<file path="config.mk">
export PLATFORM = sky130hd
export DESIGN_NAME = md5_search_ctrl
export DESIGN_NICKNAME = d
export VERILOG_FILES = /design/src/rtl/md5_search_ctrl.sv
export SDC_FILE = /design/constraint.sdc
export NUM_CORES = 2
export LEC_CHECK = 0
export ABC_AREA = 1
export BUFFER_PORTS_ARGS = -buffer_cell sky130_fd_sc_hd__clkbuf_2
export CAP_MARGIN = 15
export CORE_ASPECT_RATIO = 0.6
export CORE_MARGIN = 3
export CORE_UTILIZATION = 29
export CTS_CLUSTER_SIZE = 16
export DETAILED_ROUTE_END_ITERATION = 7
export GPL_TIMING_DRIVEN = 0
export HOLD_SLACK_MARGIN = 0.08
export PLACE_DENSITY_LB_ADDON = 0.2
export SETUP_SLACK_MARGIN = 0.05
export SYNTH_ARGS = -nofsm -noshare
export SYNTH_HDL_FRONTEND = slang
export SYNTH_MEMORY_MAX_BITS = 65536
export SYNTH_SLANG_ARGS = --single-unit
</file>
<file path="constraint.sdc">
create_clock -name clk -period 2.9 [get_ports clk]
set_input_delay 0.58 -clock clk [delete_from_list [all_inputs] [get_ports clk]]
set_output_delay 0.58 -clock clk [all_outputs]
set_load 0.02 [all_outputs]
</file>
<file path="src/rtl/md5_search_ctrl.sv">
// Brute-force preimage search sequencer feeding one pipelined md5core; optional MD5_SEARCH_TRIED_COUNT_EN adds a hash-compare counter.
// Latency: one candidate per clock from the cycle after an accepted start; result PIPE_LATENCY+1 clocks after the matching issue.
// Backpressure: none; md5core accepts every cycle, start is ignored while busy and abort always wins.
module md5_search_ctrl #(
  parameter int unsigned PIPE_LATENCY = 64,
  parameter logic [7:0]  CHAR_LO      = 8'h61,
  parameter logic [7:0]  CHAR_HI      = 8'h7A
) (
  input  logic         clk,
  input  logic         rst_n,
  input  logic         start,
  input  logic         abort,
  input  logic [127:0] target_hash,
  input  logic [3:0]   min_len,
  input  logic [3:0]   max_len,
  output logic [63:0]  core_message,
  output logic [63:0]  core_length,
  input  logic [127:0] core_hash,
  output logic         busy,
  output logic         done,
  output logic         found,
  output logic         err,
  output logic [63:0]  found_msg,
  output logic [3:0]   found_len,
  output logic [63:0]  tried_count
);

  localparam int LAT = int'(PIPE_LATENCY);

  typedef enum logic [1:0] {
    ST_IDLE  = 2'd0,
    ST_RUN   = 2'd1,
    ST_DRAIN = 2'd2,
    ST_DONE  = 2'd3
  } state_e;

  state_e        state_q, state_d;
  logic [63:0]   msg_q, msg_d;
  logic [3:0]    len_q, len_d;
  logic          pres_vld_q, pres_vld_d;
  logic [3:0]    max_len_q, max_len_d;
  logic [127:0]  target_q, target_d;
  logic          found_q, found_d;
  logic          err_q, err_d;
  logic [63:0]   found_msg_q, found_msg_d;
  logic [3:0]    found_len_q, found_len_d;

  // Tracking line: one entry per in-flight core slot, tail aligns with core_hash.
  logic [LAT-1:0] trk_vld_q;
  logic [63:0]    trk_msg_q [LAT];
  logic [3:0]     trk_len_q [LAT];
  logic           trk_clr;

  logic          cmp_en;
  logic          tail_vld;
  logic          hit;
  logic          others_vld;
  logic          cfg_bad;
  logic [63:0]   odo_msg;
  logic          odo_carry;

  // A candidate of n characters, every character at the low end of the range.
  function automatic logic [63:0] all_lo(input logic [3:0] n);
    logic [63:0] m;
    m = '0;
    for (int i = 0; i < 8; i++) begin
      if (4'(i) < n) m[8*i +: 8] = CHAR_LO;
    end
    return m;
  endfunction

  assign cfg_bad = (min_len == 4'd0) || (max_len > 4'd8) || (min_len > max_len);
  assign cmp_en  = (state_q == ST_RUN) || (state_q == ST_DRAIN);
  assign tail_vld = trk_vld_q[LAT-1];
  assign hit     = cmp_en && tail_vld && (core_hash == target_q);

  // Odometer step: last char is the least significant digit; carry out means the length is exhausted.
  always_comb begin
    odo_msg   = msg_q;
    odo_carry = 1'b1;
    for (int i = 0; i < 8; i++) begin
      if (odo_carry && (4'(i) < len_q)) begin
        if (msg_q[8*i +: 8] == CHAR_HI) begin
          odo_msg[8*i +: 8] = CHAR_LO;
        end else begin
          odo_msg[8*i +: 8] = msg_q[8*i +: 8] + 8'd1;
          odo_carry         = 1'b0;
        end
      end
    end
  end

  // Any valid entry still ahead of the tail means the drain is not finished.
  always_comb begin
    others_vld = 1'b0;
    for (int i = 0; i < LAT - 1; i++) begin
      others_vld = others_vld | trk_vld_q[i];
    end
  end

  // Next-state and datapath updates; abort overrides everything, a match overrides issuing.
  always_comb begin
    state_d     = state_q;
    msg_d       = msg_q;
    len_d       = len_q;
    pres_vld_d  = pres_vld_q;
    max_len_d   = max_len_q;
    target_d    = target_q;
    found_d     = found_q;
    err_d       = err_q;
    found_msg_d = found_msg_q;
    found_len_d = found_len_q;
    trk_clr     = 1'b0;

    if (abort) begin
      state_d    = ST_IDLE;
      pres_vld_d = 1'b0;
      found_d    = 1'b0;
      err_d      = 1'b0;
      trk_clr    = 1'b1;
    end else begin
      case (state_q)
        ST_IDLE, ST_DONE: begin
          if (start) begin
            // Stale entries from an earlier search must never compare against the new target.
            trk_clr     = 1'b1;
            found_d     = 1'b0;
            err_d       = 1'b0;
            found_msg_d = '0;
            found_len_d = '0;
            if (cfg_bad) begin
              state_d = ST_DONE;
              err_d   = 1'b1;
            end else begin
              target_d   = target_hash;
              max_len_d  = max_len;
              msg_d      = all_lo(min_len);
              len_d      = min_len;
              pres_vld_d = 1'b1;
              state_d    = ST_RUN;
            end
          end
        end
        ST_RUN: begin
          if (hit) begin
            state_d     = ST_DONE;
            found_d     = 1'b1;
            found_msg_d = trk_msg_q[LAT-1];
            found_len_d = trk_len_q[LAT-1];
            pres_vld_d  = 1'b0;
          end else if (!odo_carry) begin
            msg_d      = odo_msg;
            pres_vld_d = 1'b1;
          end else if (len_q < max_len_q) begin
            len_d      = len_q + 4'd1;
            msg_d      = all_lo(len_q + 4'd1);
            pres_vld_d = 1'b1;
          end else begin
            // The candidate on the bus now is the final one; it is already tagged valid.
            state_d    = ST_DRAIN;
            pres_vld_d = 1'b0;
          end
        end
        ST_DRAIN: begin
          if (hit) begin
            state_d     = ST_DONE;
            found_d     = 1'b1;
            found_msg_d = trk_msg_q[LAT-1];
            found_len_d = trk_len_q[LAT-1];
          end else if (!others_vld && !pres_vld_q) begin
            state_d = ST_DONE;
          end
        end
        default: state_d = ST_IDLE;
      endcase
    end
  end

  // Control and result registers.
  always_ff @(posedge clk) begin
    if (!rst_n) begin
      state_q     <= ST_IDLE;
      msg_q       <= '0;
      len_q       <= '0;
      pres_vld_q  <= 1'b0;
      max_len_q   <= '0;
      target_q    <= '0;
      found_q     <= 1'b0;
      err_q       <= 1'b0;
      found_msg_q <= '0;
      found_len_q <= '0;
    end else begin
      state_q     <= state_d;
      msg_q       <= msg_d;
      len_q       <= len_d;
      pres_vld_q  <= pres_vld_d;
      max_len_q   <= max_len_d;
      target_q    <= target_d;
      found_q     <= found_d;
      err_q       <= err_d;
      found_msg_q <= found_msg_d;
      found_len_q <= found_len_d;
    end
  end

  // Valid bits shift every cycle; only they need clearing, the payload is qualified by them.
  always_ff @(posedge clk) begin
    if (!rst_n || trk_clr) begin
      trk_vld_q <= '0;
    end else begin
      trk_vld_q[0] <= pres_vld_q;
      for (int i = 1; i < LAT; i++) begin
        trk_vld_q[i] <= trk_vld_q[i-1];
      end
    end
  end

  // Payload shift tracks exactly what is presented to the core.
  always_ff @(posedge clk) begin
    trk_msg_q[0] <= msg_q;
    trk_len_q[0] <= len_q;
    for (int i = 1; i < LAT; i++) begin
      trk_msg_q[i] <= trk_msg_q[i-1];
      trk_len_q[i] <= trk_len_q[i-1];
    end
  end

`ifdef MD5_SEARCH_TRIED_COUNT_EN
  logic [63:0] tried_q, tried_d;

  // Count every valid compare, including the matching one; saturate rather than wrap.
  always_comb begin
    tried_d = tried_q;
    if (trk_clr) begin
      tried_d = '0;
    end else if (cmp_en && tail_vld && (tried_q != '1)) begin
      tried_d = tried_q + 64'd1;
    end
  end

  // Counter register.
  always_ff @(posedge clk) begin
    if (!rst_n) tried_q <= '0;
    else        tried_q <= tried_d;
  end

  assign tried_count = tried_q;
`else
  assign tried_count = '0;
`endif

  assign core_message = msg_q;
  assign core_length  = {57'd0, len_q, 3'd0};
  assign busy         = cmp_en;
  assign done         = (state_q == ST_DONE);
  assign found        = found_q;
  assign err          = err_q;
  assign found_msg    = found_msg_q;
  assign found_len    = found_len_q;

endmodule
</file>
==> qor.txt <==
# setup viols final -> 31
Via count -> 45368
Core Region -> 360000 um^2
Power density cells -> 987 nW/um^2
Root Buffer -> clkbuf_16
Final Cycle Share -> 103%
Worst rel slew slack -> 30.7%
Port bufs -> 406
Vias in the first global route -> 42802
Placement Rows -> 170
Max incr delay on CP -> 0.37 ns
Initial core utilization -> 29.3%
Total power -> 0.129 W
RD Place Congestion -> 0.812
Routed WL per cell -> 15.6 um
Global router's overall resource usage -> 10.8%
Later-pin clock latency in the skew report -> 0.89 ns
Failing checks -> negative setup slack
Residual DRC -> 0
Synth Instances -> 7159
Clock slew at reported path FFs -> 0.07 ns
Die Footprint -> 372000 um^2
Area Growth Syn to Fin -> 24.3%
Die Wd -> 785 um
First-pass DRT Iterations -> 5
Buf/Inv on CP -> 4
RSZ-0062 raised after global routing -> yes
Multi-input gate area -> 10500 um^2
Reg area -> 93900 um^2
Grt ovf -> 0
Worst Hold Path EP -> target_q[14]$_SDFFE_PN0P_
Reg-to-reg slack, setup -> -0.08 ns
Final #Nets -> 8575
Initial antenna violation count -> 69
Distinct cells, synth -> 50
R2r endpoint -> found_msg[61]$_SDFFE_PN0P_
Worst Tran Pin Value -> 1.04 ns
Hold Fails Final Rpt -> 0
Maximum Capacitance Violations -> 0
CP Class -> reg2reg
CTS Buffer Depth -> 4
Crit Path Max Fanout -> 6
Placed inst area -> 114000 um^2
CTS tree -> done
Die Height -> 473 um
CP startpoint kind -> flop
Worst path cell trace -> xnor2_4 > nand3_2 > nor2_4 > nand2_4 > nor2_2 > nand2_2 > nor2_4 > nand2_2 > a21oi_4 > clkbuf_16 > buf_8 > buf_12 > buf_12 > nand3_1 > a21oi_2
Setup tns final -> -1.00 ns
Layout cells sized above 1 -> 18.8%
Worst Hold Launch -> target_hash[14]
Routed WL -> 209000 um
Setup crit end kind -> flop
Asr flop ratio synth -> 0%
Non-filler cells, final -> 13422
# fillers -> 33922
Drt via density -> 3.38
Leading cell type in the layout, fill and taps excluded -> dfxtp_1
Cts bufs inserted -> 396
Initial DRC count -> 2547
Hold Crit Depth -> 3
Post-Syn Area -> 106000 um^2
H-tree Lvls -> 5
Largest net degree at the start of global routing -> 17
Post-synth top flop -> dfxtp_1
Outcome -> complete, but fails checks
YS warnings -> 0
Cells after DPL -> 12512
First-pass GRT wire length -> 294000 um
Avg Cell Area, Syn -> 14.7 um^2
Commonest non-fill, non-tap cells in the layout -> 4658 x dfxtp_1, 599 x nand2_1, 415 x clkbuf_2
Clock skew -> 0.0548 ns
Post-layout minimum cycle time -> 2.98 ns
Post-route cell area -> 131000 um^2
Delay-heaviest family, CP -> simple AND/OR/NAND/NOR gates
HP Class -> in2reg
Clk sinks -> 4689
Maximum clock rate -> 0.335 GHz
Worst vdd ir -> 487 uV
RR Startpoint -> target_q[116]$_SDFFE_PN0P_
Worst setup margin -> -0.0825 ns
CP Data Required Time -> 3.69 ns
Post-synthesis sequential area ratio -> 88.9%
R2R cell count -> 15
Synthesized flop and latch total -> 4689
Fin util -> 36.5%
Slew Viols, Final -> 0
IO Pins -> 532
EDFF count, synth -> 0
Hpwl dp -> 146000 um
WP data arrival -> 3.77 ns
Leak pwr -> 53.7 nW
Slowest CP cell -> dfxtp_2
Post-DRT Antenna Nets -> 0
==> layer usage <==
metal / part of all wire [%] / track usage [%] / vias to the layer above
met5: 0.069 / 0.194 / -
met3: 6.8 / 3.33 / 448
met4: 3.7 / 4.15 / 22
li1: - / - / 24386
met1: 52 / 16.4 / 19417
met2: 37 / 14.1 / 1095
==> worst min-delay path, delay by kind of cell <==
| kind | cells | cell delay (ns) |
|---|---|---|
| buf+inv | 1 | 0.09 |
| compound gates | 2 | 0.32 |
==> kinds of logic after synthesis <==
group                      Yosys count  share of synthesized area [%]
buffers and inverters              614                           2.68
adders and majority gates           30                          0.356
other                                1                        0.00355
AOI/OAI and AO/OA                  426                           2.05
and+or+nand+nor                   1354                           5.64
xor gates and xnor gates            45                          0.373
DFF                               4689                           88.9
==> per-stage QoR <==
stage / hold WS, ns / setup slack [ns]
2_1_floorplan: 0.310 / 0.412
3_3_place_gp: 0.311 / -3.53
3_5_place_dp: 0.312 / -2.09
4_1_cts: 0.0829 / -0.120
5_1_grt: 0.0990 / -0.213
6_report: 0.168 / -0.0825
==> flip-flops by register name (all words and copies together), names as in the netlist <==
signal and cells:
state_q 2, trk_vld_q 64, len_q 4, target_q 128, trk_msg_q 4096, max_len_q 4
trk_len_q 256, found 1, core_message 64, found_len 4, found_msg 64, pres_vld_q 1
err 1
==> worst max path at each step <==
stage | start | to | cells past startpoint | slack [ns]
after floorplan | max_len[1] | max_len_q[0]$_SDFFE_PN0P_ | 13 | 0.41
after global placement | core_hash[102] | found_msg[56]$_SDFFE_PN0P_ | 15 | -3.53
after detailed placement | core_hash[66] | found_msg[60]$_SDFFE_PN0P_ | 19 | -2.09
after CTS | target_q[56]$_SDFFE_PN0P_ | found_msg[62]$_SDFFE_PN0P_ | 18 | -0.12
after global routing | target_q[47]$_SDFFE_PN0P_ | found_msg[61]$_SDFFE_PN0P_ | 18 | -0.21
final | target_q[116]$_SDFFE_PN0P_ | found_msg[61]$_SDFFE_PN0P_ | 15 | -0.08
==> cells in the mapped netlist, types with 3 or more instances <==
library cell  number  area share (%)
buf_2             14           0.066
nor2_1           331             1.2
or2_2             20            0.12
clkbuf_1          87            0.31
nand3_2           18            0.17
a21oi_1          250             1.2
inv_2             10           0.036
xnor2_1            9           0.075
nor2_8             4           0.076
nand2_2            7           0.041
nand3b_1           3           0.021
nor3_1            27            0.13
buf_4            127            0.90
o21ai_1            7           0.033
o21ai_0          157            0.74
nand3_1          165            0.78
buf_6              4           0.043
inv_1            371             1.3
nor2_4             4           0.043
nor4_1            16           0.095
nand2_1          672             2.4
ha_1              30            0.36
nor2_2             4           0.024
xor2_1            36            0.30
nand4_1           64            0.38
nand2_4            4           0.043
dfxtp_1         4689              89
==> final cells by class <==
cell class	instances	area share, %
Antenna cell	22	0.0420
Buffer	232	1.30
Clock buffer	577	8.97
Clock inverter	128	1.27
Inverter	382	1.13
Multi-Input combinational cell	1979	8.00
Sequential cell	4689	71.6
Tap cell	4816	4.59
Timing Repair Buffer	597	3.11
==> power breakdown <==
part	internal, W	switching [W]	leakage (nW)
clock network	0.0310	0.0224	6.63
logic	0.00158	0.00313	8.96
registers	0.0699	0.00137	38.1
==> what timing repair did <==
item / 4_1_cts / 5_1_grt
endpoints found under the setup margin: 273 / 262
buffers inserted: 32 / 20
cloned: 7 / 1
hold buffers: 115 / 8
resized for setup: 326 / 197
pin swaps: 45 / 67
endpoints found under the hold margin: 116 / 8
Power figures use the tool's default switching activity.
